### src/rtl/bldc_quadencoder_if.sv
// Encoder pins in, rotor position and status out, between the encoder front end and the bldc feedback path.
interface bldc_quadencoder_if;
  logic               a;
  logic               b;
  logic               z;
  logic               index_enable;
  logic               error_clear;
  logic signed [11:0] feedback;
  logic               index_seen;
  logic               error;

  modport master (
    output a, b, z, index_enable, error_clear,
    input  feedback, index_seen, error
  );

  modport slave (
    input  a, b, z, index_enable, error_clear,
    output feedback, index_seen, error
  );
endinterface

### src/rtl/bldc_quadencoder.sv
// Quadrature A/B/Z decoder: 2-flop sync, FILTER-sample glitch filter, x4 count, index reload, sticky error.
// Latency FILTER+3 edges from pin to feedback; no backpressure, the position register is always valid.
module bldc_quadencoder #(
  parameter int unsigned        FILTER      = 3,
  parameter logic signed [11:0] INDEX_VALUE = 12'sd0,
  parameter bit                 DIRECTION   = 1'b0
) (
  input logic                clk,
  input logic                rst,
  bldc_quadencoder_if.slave  enc
);

  localparam logic [3:0] FILT = 4'(FILTER);

  // Channel bit order everywhere: [2]=A, [1]=B, [0]=Z.
  logic [2:0]         sync1_q, sync1_d;
  logic [2:0]         sync2_q, sync2_d;
  logic [2:0]         lvl_q, lvl_d;
  logic [3:0]         cnt_q [3];
  logic [3:0]         cnt_d [3];
  logic               armed_q, armed_d;
  logic [1:0]         ab_prev_q, ab_prev_d;
  logic               z_prev_q, z_prev_d;
  logic signed [11:0] fb_q, fb_d;
  logic               idx_q, idx_d;
  logic               err_q, err_d;

  logic [1:0] dlt;
  logic       z_qual;
  logic       count_up;

  // Gray {A,B} to position within the forward cycle 00,10,11,01.
  function automatic logic [1:0] phase_of(input logic [1:0] ab);
    return {ab[0], ab[1] ^ ab[0]};
  endfunction

  always_comb begin
    sync1_d   = {enc.a, enc.b, enc.z};
    sync2_d   = sync1_q;
    lvl_d     = lvl_q;
    cnt_d     = cnt_q;
    armed_d   = armed_q;
    ab_prev_d = ab_prev_q;
    z_prev_d  = lvl_q[0];
    fb_d      = fb_q;
    idx_d     = idx_q;
    err_d     = err_q;

    for (int ch = 0; ch < 3; ch++) begin
      if (!armed_q && ch != 0) begin
        // Before arming A/B levels follow the sample and the counter measures how long it has been steady.
        if (sync2_q[ch] != lvl_q[ch]) begin
          lvl_d[ch] = sync2_q[ch];
          cnt_d[ch] = 4'd1;
        end else if (cnt_q[ch] != FILT) begin
          cnt_d[ch] = cnt_q[ch] + 4'd1;
        end
      end else begin
        if (sync2_q[ch] == lvl_q[ch]) begin
          cnt_d[ch] = 4'd0;
        end else if (cnt_q[ch] + 4'd1 == FILT) begin
          lvl_d[ch] = sync2_q[ch];
          cnt_d[ch] = 4'd0;
        end else begin
          cnt_d[ch] = cnt_q[ch] + 4'd1;
        end
      end
    end

    if (!armed_q && cnt_q[2] == FILT && cnt_q[1] == FILT) begin
      armed_d   = 1'b1;
      ab_prev_d = lvl_q[2:1];
      lvl_d[2]  = lvl_q[2];
      lvl_d[1]  = lvl_q[1];
      cnt_d[2]  = 4'd0;
      cnt_d[1]  = 4'd0;
    end

    dlt      = phase_of(lvl_q[2:1]) - phase_of(ab_prev_q);
    z_qual   = armed_q && enc.index_enable && lvl_q[0] && !z_prev_q;
    count_up = (dlt == 2'd1) ^ DIRECTION;

    if (enc.error_clear) begin
      err_d = 1'b0;
    end

    if (armed_q) begin
      ab_prev_d = lvl_q[2:1];
      if (dlt == 2'd2) begin
        err_d = 1'b1;
      end
      // A qualified index wins over an A/B step seen in the same cycle.
      if (z_qual) begin
        fb_d  = INDEX_VALUE;
        idx_d = 1'b1;
      end else if (dlt == 2'd1 || dlt == 2'd3) begin
        fb_d = count_up ? fb_q + 12'sd1 : fb_q - 12'sd1;
      end
    end
  end

  always_ff @(posedge clk) begin
    if (rst) begin
      sync1_q   <= '0;
      sync2_q   <= '0;
      lvl_q     <= '0;
      cnt_q     <= '{default: '0};
      armed_q   <= 1'b0;
      ab_prev_q <= '0;
      z_prev_q  <= 1'b0;
      fb_q      <= '0;
      idx_q     <= 1'b0;
      err_q     <= 1'b0;
    end else begin
      sync1_q   <= sync1_d;
      sync2_q   <= sync2_d;
      lvl_q     <= lvl_d;
      cnt_q     <= cnt_d;
      armed_q   <= armed_d;
      ab_prev_q <= ab_prev_d;
      z_prev_q  <= z_prev_d;
      fb_q      <= fb_d;
      idx_q     <= idx_d;
      err_q     <= err_d;
    end
  end

  assign enc.feedback   = fb_q;
  assign enc.index_seen = idx_q;
  assign enc.error      = err_q;

endmodule

### src/flat_wrapper.sv
// flat-port wrapper written by rule: the top's interface ports become plain ports
module bldc_quadencoder_flat 
#(
  parameter int unsigned        FILTER      = 3,
  parameter logic signed [11:0] INDEX_VALUE = 12'sd0,
  parameter bit                 DIRECTION   = 1'b0
)
  (clk, rst, enc_a, enc_b, enc_z, enc_index_enable, enc_error_clear, enc_feedback, enc_index_seen, enc_error);
  bldc_quadencoder_if enc_i ();
  input logic clk;
  input logic rst;
  input wire logic [$bits(enc_i.a)-1:0] enc_a;
  input wire logic [$bits(enc_i.b)-1:0] enc_b;
  input wire logic [$bits(enc_i.z)-1:0] enc_z;
  input wire logic [$bits(enc_i.index_enable)-1:0] enc_index_enable;
  input wire logic [$bits(enc_i.error_clear)-1:0] enc_error_clear;
  output wire logic [$bits(enc_i.feedback)-1:0] enc_feedback;
  output wire logic [$bits(enc_i.index_seen)-1:0] enc_index_seen;
  output wire logic [$bits(enc_i.error)-1:0] enc_error;
  assign enc_i.a = enc_a;
  assign enc_i.b = enc_b;
  assign enc_i.z = enc_z;
  assign enc_i.index_enable = enc_index_enable;
  assign enc_i.error_clear = enc_error_clear;
  assign enc_feedback = enc_i.feedback;
  assign enc_index_seen = enc_i.index_seen;
  assign enc_error = enc_i.error;
  bldc_quadencoder #(.FILTER(FILTER), .INDEX_VALUE(INDEX_VALUE), .DIRECTION(DIRECTION)) u_core (.clk(clk), .rst(rst), .enc(enc_i));
endmodule
### config.mk
export PLATFORM = sky130hd
export DESIGN_NAME = bldc_quadencoder_flat
export DESIGN_NICKNAME = d
export VERILOG_FILES = /design/src/rtl/bldc_quadencoder_if.sv /design/src/rtl/bldc_quadencoder.sv /design/src/flat_wrapper.sv
export SDC_FILE = /design/constraint.sdc
export NUM_CORES = 1
export LEC_CHECK = 0
export ABC_CLOCK_PERIOD_IN_PS = 6850
export BUFFER_PORTS_ARGS = -buffer_cell sky130_fd_sc_hd__buf_2
export CORE_UTILIZATION = 55
export CTS_CLUSTER_DIAMETER = 120
export DETAILED_ROUTE_END_ITERATION = 16
export PLACE_DENSITY_LB_ADDON = 0.25
export SYNTH_ARGS = -nofsm -noshare
export SYNTH_HDL_FRONTEND = slang
export SYNTH_SLANG_ARGS = --single-unit
### constraint.sdc
create_clock -name clk -period 6.85 [get_ports clk]
set_clock_uncertainty 0.2 [all_clocks]
set_input_delay 0.3425 -clock clk [delete_from_list [all_inputs] [get_ports clk]]
set_output_delay 0.3425 -clock clk [all_outputs]
set_load 0.05 [all_outputs]
==> impl_metrics.py, run 1 <==
metrics = {
    "status": {
        "status": "completed",
    },
    "timing": {
        "slew_violations": 0,
        "max_slew_margin": 0.609,
        "max_freq_mhz": 308,
        "tns_ps": 0,
        "finalHoldViolCount": 0,
        "tightestPinTransition_ps": 586,
        "setup_slack_ps": 3600,
        "rsz0062_at_grt": "false",
        "final.period_utilization": 0.474,
        "period_minus_slack_ps": 3250,
        "finalSetupViolations": 0,
    },
    "global_routing": {
        "grt_pass1_vias": 1645,
        "grt_max_degree": 30,
        "grt_pass1_wl_mm": 7.12,
        "grt.overflow.total": 0,
        "antenna_found_initial": 0,
        "grt_usage": 0.218,
    },
    "clocking": {
        "clock_sinks": 39,
        "cts_resized": 0,
        "root_buffer": "clkbuf_8",
        "cts_max_level": 2,
        "cts.clk_slew.worst_paths_ps": 80,
        "postCtsSetupBuffers": 0,
        "clk_latency_ps": 300,
        "cts_tree": "built",
        "ctsLongestPathBuffers": 2,
        "tritoncts.num_buffers": 5,
        "cts_hold_buf": 0,
    },
    "die": {
        "num_io_pins": 21,
        "die_h_um": 65.3,
        "initial_utilization": 0.589,
        "dieArea_um2": 4260,
        "die_width_um": 65.3,
        "core_um2": 3740,
        "rows": 22,
    },
    "routing": {
        "met3_length_um": 147,
        "top_layer_used": "met4",
        "drtPass1Iterations": 4,
        "drt_wl_total_mm": 4.15,
        "wl_met2_mm": 1.75,
        "ant_nets": 0,
        "drc": 0,
        "vias": 1803,
        "routedWlPerCell_um": 12.5,
        "drt_first_iter_violations": 52,
        "via_per_inst": 5.43,
        "met1_length_mm": 2.22,
    },
    "synthesis": {
        "yosysUniqueCellTypes": 49,
        "ys_ff_latch": 39,
        "synth_fp_nets": 287,
        "syn_area_um2": 2200,
        "avgSynthCellArea_um2": 8.41,
        "synth_top_family_by_area": "simple AND/OR/NAND/NOR gates",
        "synth_seq_area_share": 0.354,
        "synthAdderAreaFrac": 0.106,
        "synth_xor_area_frac": 0.0795,
        "synth_warnings": 0,
        "syn_inst": 262,
        "synth_compound_area_frac": 0.168,
        "post_synth_and_or_nand_nor_area_fraction": 0.248,
        "synthMuxAreaShare": 0.0182,
    },
    "critical_path": {
        "crit_family": "simple AND/OR/NAND/NOR gates",
        "rrSetupSlack_ps": 3600,
        "cp-start-kind": "flop",
        "crit_required_ps": 6840,
        "worstPathMaxFanout": 13,
        "timing.rr.end": "u_core.enc.feedback[8]",
        "critPathCaptureType": "flop",
        "cp.arrival_ps": 3240,
        "reg2regPathDepth": 12,
        "path_class": "flop to flop",
        "reg2reg_from": "u_core.lvl_q[1]",
        "crit_chain": "xnor2_1 -> ha_1 -> xnor2_1 -> xnor2_1 -> or2_4 -> ha_1 -> nor2b_1 -> o211ai_1 -> a21oi_1 -> o21a_1 -> or3_1 -> a32o_1",
        "cpMostUsedCell": "xnor2_1",
        "cp_slowest_cell": "dfxtp_1",
        "slowest_delay_ps": 440,
        "cp_num_buf_inv": 0,
    },
    "placed_design": {
        "place_ws_ps": 3680,
        "port_buffers": 20,
        "hpwlAfterDp_mm": 2.93,
        "gp_congestion": 0.859,
        "dp_cells": 324,
    },
    "power_and_ir_drop": {
        "finalPower_mw": 0.459,
        "pwr_density_cell_nw_per_um2": 188,
        "power_leakage_nw": 1.06,
        "ir_drop_mv": 0.152,
    },
    "worst_hold_path": {
        "whs_endpoint": "u_core.sync1_q[1]",
        "hold_depth": 2,
        "hp-class": "input port to flop",
        "hold_start": "enc_b",
    },
    "final_layout": {
        "area_delta_synth_final_pct": 10.6,
        "nNetsFinal": 308,
        "antenna_cells": 0,
        "drive_above_1_share": 0.127,
        "fill_cells": 356,
        "layoutNonFillerInstCount": 332,
    },
    "job": {
        "maxCapViolCount": 0,
    },
}
-- flip-flops by register name, indices dropped and copies added, names as in the netlist --
register	cells
u_core.ab_prev_q	2
u_core.armed_q	1
u_core.cnt_q	12
u_core.enc.error	1
u_core.enc.feedback	12
u_core.enc.index_seen	1
u_core.lvl_q	3
u_core.sync1_q	3
u_core.sync2_q	3
u_core.z_prev_q	1
-- layer usage --
layer | vias to the layer above | track usage
met5 | - | 0
met4 | 0 | 0.0788
met3 | 2 | 0.0694
met2 | 27 | 0.327
met1 | 822 | 0.291
li1 | 952 | -
-- power by group --
part | switching (mW) | internal [mW] | leakage (nW) | total, mW
logic | 0.0283 | 0.0230 | 0.694 | 0.0513
registers | 0.00619 | 0.232 | 0.317 | 0.239
clock network | 0.0868 | 0.0823 | 0.0474 | 0.169
-- worst reg2reg max path, delay by kind of cell (launching register included) --
kind,cells,cell delay (ps)
XOR/XNOR,3,440
adder cells (fa/ha/maj),2,570
AND/OR/NAND/NOR,3,780
flip-flops,1,440
AO/OA/AOI/OAI,4,720
-- cell usage after synthesis, drive strengths merged --
cell	count	area share
a211oi	1	0.0034
a21boi	2	0.0068
a21o	3	0.010
a21oi	18	0.041
a22oi	4	0.014
a311o	1	0.0045
a31o	1	0.0040
a31oi	1	0.0028
a32o	1	0.0045
a32oi	1	0.0040
and2	3	0.0085
and3	2	0.0057
and3b	1	0.0040
and4	2	0.0091
buf	4	0.0080
clkbuf	2	0.0034
dfxtp	39	0.35
fa	1	0.0091
ha	17	0.097
inv	9	0.015
mux2i	4	0.018
nand2	21	0.036
nand2b	4	0.011
nand3	7	0.016
nand3b	2	0.0068
nor2	33	0.057
nor2b	13	0.037
nor3	10	0.025
o2111ai	1	0.0040
o211ai	2	0.0068
o21a	5	0.017
o21ai	13	0.030
o21bai	1	0.0034
o22a	1	0.0040
o31ai	1	0.0034
o32a	1	0.0045
or2	6	0.018
or3	2	0.0057
or4	1	0.0034
or4b	1	0.0045
xnor2	13	0.052
xor2	7	0.028
-- how the worst max path moves through the flow --
stage,from,to,slack [ps],cells after the start
floorplan,u_core.lvl_q[1],u_core.enc.feedback[8],3880,12
global placement,u_core.lvl_q[1],u_core.enc.feedback[8],3770,12
detailed placement,u_core.lvl_q[1],u_core.enc.feedback[8],3680,12
CTS,u_core.lvl_q[1],u_core.enc.feedback[8],3610,12
global route,u_core.lvl_q[1],u_core.enc.feedback[11],3410,12
finish,u_core.lvl_q[1],u_core.enc.feedback[8],3600,12
-- layout by cell type (no fill, tap or decap), drive strengths merged, types with 4 or more instances in the layout --
cell type	netlist	final
mux2i	4	4
ha	17	17
xor2	7	7
xnor2	13	13
nand2	21	21
nor2	33	33
nor2b	13	13
buf	4	20
clkbuf	2	6
nor3	10	10
nand2b	4	4
inv	9	9
a21oi	18	18
o21ai	13	13
a22oi	4	4
dfxtp	39	39
nand3	7	7
o21a	5	5
or2	6	6
-- kinds of logic after synthesis --
| kind of cell | Yosys count |
|---|---|
| buffers and inverters | 15 |
| and+or+nand+nor | 108 |
| adders and majority gates | 18 |
| xor gates and xnor gates | 20 |
| muxes | 4 |
| DFF | 39 |
| AOI/OAI and AO/OA | 58 |
-- per-stage QoR --
step / utilization / instance area, µm² / hold WS [ps]
after CTS: 0.651 / 2440 / 44.9
after global routing: 0.651 / 2440 / 49.5
after detailed placement: 0.625 / 2340 / 226
final: 0.651 / 2440 / 52.9
after floorplan: - / 2200 / 214
after global placement: 0.625 / 2340 / 219
-- final cells by class --
cell class	count	area [µm²]	share of cell area
Multi-Input combinational cell	208	1360	0.560
Sequential cell	39	781	0.320
Timing Repair Buffer	20	100	0.0411
Clock buffer	6	82.6	0.0339
Tap cell	48	60.1	0.0246
Inverter	9	33.8	0.0139
Clock inverter	2	16.3	0.00667
Note: power is estimated with default switching activity, not from simulation.
==> inputs of run 2 (changes only) <==
--- a/config.mk
+++ b/config.mk
@@ -5,9 +5,10 @@
 export SDC_FILE = /design/constraint.sdc
 export NUM_CORES = 1
 export LEC_CHECK = 0
-export ABC_CLOCK_PERIOD_IN_PS = 6850
+export ABC_AREA = 1
+export ABC_CLOCK_PERIOD_IN_PS = 2700
 export BUFFER_PORTS_ARGS = -buffer_cell sky130_fd_sc_hd__buf_2
-export CORE_UTILIZATION = 55
+export CORE_UTILIZATION = 53
 export CTS_CLUSTER_DIAMETER = 120
 export DETAILED_ROUTE_END_ITERATION = 16
 export PLACE_DENSITY_LB_ADDON = 0.25
==> constraint.sdc (replaced) <==
create_clock -name clk -period 2.7 [get_ports clk]
set_clock_uncertainty 0.2 [all_clocks]
set_input_delay 0.135 -clock clk [delete_from_list [all_inputs] [get_ports clk]]
set_output_delay 0.135 -clock clk [all_outputs]
set_load 0.05 [all_outputs]
==> impl_metrics.py, run 2 <==
metrics = {
    "status": {
        "status": "completed",
    },
    "global_routing": {
        "use_met1": 0.321,
        "grt_pass1_wl_mm": 8.30,
        "grt_pass1_vias": 1958,
        "met3_usage": 0.0617,
        "grt_usage": 0.242,
        "antenna_found_initial": 0,
        "grt.overflow.total": 0,
        "grt.met2_usage": 0.364,
        "grt.busiest_layer": "met2",
        "grt_max_degree": 25,
    },
    "timing": {
        "max_freq_mhz": 375,
        "finalHoldViolCount": 0,
        "max_slew_margin": 0.621,
        "tns_ps": 0,
        "final.period_utilization": 0.989,
        "slew_violations": 0,
        "tightestPinTransition_ps": 568,
        "period_minus_slack_ps": 2670,
        "finalSetupViolations": 0,
    },
    "synthesis": {
        "synth_xor_area_frac": 0.0411,
        "syn_inst": 333,
        "synth_seq_area_share": 0.337,
        "ys_ff_latch": 39,
        "synth_warnings": 0,
        "synth-main-ff-cell": "dfxtp_1",
        "synth_area_leaders": "dfxtp_1 (34%), nand2_1 (12%), ha_1 (9.2%)",
        "synth_edf_count": 0,
        "synthAdderAreaFrac": 0.100,
        "post-synth-top-count-cell": "nand2_1",
        "synth_compound_area_frac": 0.125,
        "synth_top_family_by_area": "simple AND/OR/NAND/NOR gates",
        "synth_fp_nets": 358,
        "avgSynthCellArea_um2": 6.95,
        "async_flop_share": 0,
        "yosysUniqueCellTypes": 31,
        "synthMuxAreaShare": 0,
        "synth_common_cells": "nand2_1 (76), inv_1 (44), dfxtp_1 (39)",
        "synth_top_area_frac": 0.337,
        "yosys.area.top_type": "dfxtp_1",
        "syn_area_um2": 2320,
        "post_synth_and_or_nand_nor_area_fraction": 0.308,
    },
    "routing": {
        "routedWlPerCell_um": 12.6,
        "drt_first_iter_violations": 166,
        "ant_nets": 0,
        "drc": 0,
        "drtPass1Iterations": 5,
        "vias": 2196,
        "drt_wl_total_mm": 5.26,
        "via_per_inst": 5.27,
    },
    "die": {
        "dieArea_um2": 4640,
        "die_h_um": 68.1,
        "die_width_um": 68.1,
        "rows": 23,
        "num_io_pins": 21,
        "initial_utilization": 0.567,
        "core_um2": 4090,
    },
    "critical_path": {
        "path_class": "flop to flop",
        "critPathCaptureType": "flop",
        "worstPathMaxFanout": 5,
        "timing.rr.end": "u_core.enc.feedback[6]",
        "reg2regPathDepth": 12,
        "cp-start-kind": "flop",
        "cp.arrival_ps": 2640,
        "crit_required_ps": 2670,
        "rrSetupSlack_ps": 30,
        "cp-startpoint": "u_core.lvl_q[1]",
        "reg2reg_from": "u_core.lvl_q[1]",
    },
    "power_and_ir_drop": {
        "power_leakage_nw": 1.32,
        "ir_drop_mv": 0.374,
        "pwr_density_cell_nw_per_um2": 607,
    },
    "clocking": {
        "tritoncts.num_buffers": 5,
        "cts.clk_slew.worst_paths_ps": 80,
        "cts_max_level": 2,
        "ctsLongestPathBuffers": 2,
        "cts_tree": "built",
        "root_buffer": "clkbuf_8",
        "clock_sinks": 39,
        "clk_latency_ps": 300,
    },
    "worst_hold_path": {
        "hp-class": "input port to flop",
        "whs_endpoint": "u_core.sync1_q[0]",
        "hold_start": "rst",
        "hold_depth": 2,
    },
    "final_layout": {
        "layout_commonest_cell": "nand2_1",
        "fill_cells": 351,
        "most-common-layout-cells": "nand2_1 (75), inv_1 (42), dfxtp_1 (38), nor2_1 (37), a21oi_1 (31)",
        "drive_above_1_share": 0.177,
        "antenna_cells": 0,
        "area_delta_synth_final_pct": 20.1,
        "final_cell_area_um2": 2780,
        "nNetsFinal": 391,
    },
    "placed_design": {
        "hpwlAfterDp_mm": 3.54,
        "gp_congestion": 0.926,
        "placed_area_um2": 2480,
        "port_buffers": 20,
    },
    "job": {
        "maxCapViolCount": 0,
    },
}
==> run 2: cell count changes after synthesis, moves of 4 or more <==
cell | previous run | this run
nor3_1 | 9 | 2
inv_1 | 9 | 44
mux2i_1 | 4 | 0
nor2_1 | 32 | 38
nand4_1 | 0 | 5
nand2_1 | 21 | 76
nand2b_1 | 4 | 0
xnor2_1 | 13 | 3
nor2b_1 | 13 | 0
nand3_1 | 7 | 27
a21oi_1 | 18 | 32
o21a_1 | 5 | 0
a22oi_1 | 4 | 0
==> run 2: per-stage QoR <==
step	util	setup slack [ps]	instances	hold slack [ps]	total power, mW
2_1_floorplan	-	120	333	4.07	1.05
3_3_place_gp	0.606	75.0	402	137	1.15
3_5_place_dp	0.606	12.7	402	142	1.16
4_1_cts	0.641	7.74	415	63.3	1.58
5_1_grt	0.681	-98.3	417	89.3	1.80
6_report	0.681	30.8	417	58.7	1.69
==> run 2: worst max-delay path by stage <==
stage | endpoint | slack [ps] | depth (start not counted)
floorplan | u_core.enc.feedback[6] | 120 | 12
detailed placement | u_core.enc.feedback[6] | 10 | 11
finish | u_core.enc.feedback[6] | 30 | 12
CTS | u_core.enc.feedback[8] | 8 | 12
global placement | u_core.enc.feedback[6] | 70 | 11
global route | u_core.enc.feedback[11] | -100 | 14
==> run 2: metal layers <==
metal / wire [µm] / up-vias / share of wire
met5: 0 / - / 0
met4: 145 / 0 / 0.028
met3: 314 / 16 / 0.060
met2: 2310 / 59 / 0.44
met1: 2490 / 976 / 0.47
li1: - / 1145 / -
==> run 2: cells by family (layout without fill, tap and decap cells) <==
family | after synthesis | in the layout
AOI/OAI and AO/OA | 53 | 53
and+or+nand+nor | 162 | 163
xor gates and xnor gates | 10 | 10
buffers and inverters | 51 | 84
DFF | 39 | 39
adders and majority gates | 18 | 18
==> run 2: critical path, cell delays in order (launching register included) <==
cell and delay, ps:
dfxtp_1 330, xnor2_1 230, ha_2 250, inv_1 70
nand2_2 140, nand3_4 200, ha_4 350, nand2_1 120
nor2_2 160, a21oi_1 90, or2_2 270, nand3_1 70
a21oi_1 60
==> run 2: power breakdown <==
group          switching (mW)  leakage (nW)  total, mW  internal [mW]
logic                   0.394         0.961      0.658          0.263
clock network           0.217        0.0412      0.398          0.181
registers              0.0283         0.317      0.632          0.604
total                   0.640          1.32       1.69           1.05
==> run 2: area by class of cell <==
cell class | count | area [µm²] | area share
multi-input cells | 244 | 1490 | 0.536
flip-flops and latches | 39 | 782 | 0.281
repair buffers | 30 | 188 | 0.0675
inverters | 46 | 173 | 0.0621
clock buffers | 6 | 72.6 | 0.0261
well taps | 50 | 62.6 | 0.0225
clock inverters | 2 | 12.5 | 0.00450
==> run 2: repair_timing <==
action,CTS,global route
pin swaps,0,5
hold endpoints to repair,5,0
hold buffers,5,0
setup endpoints to repair,2,8
gates resized for setup,1,22
cloned,0,1
buffers inserted,0,1
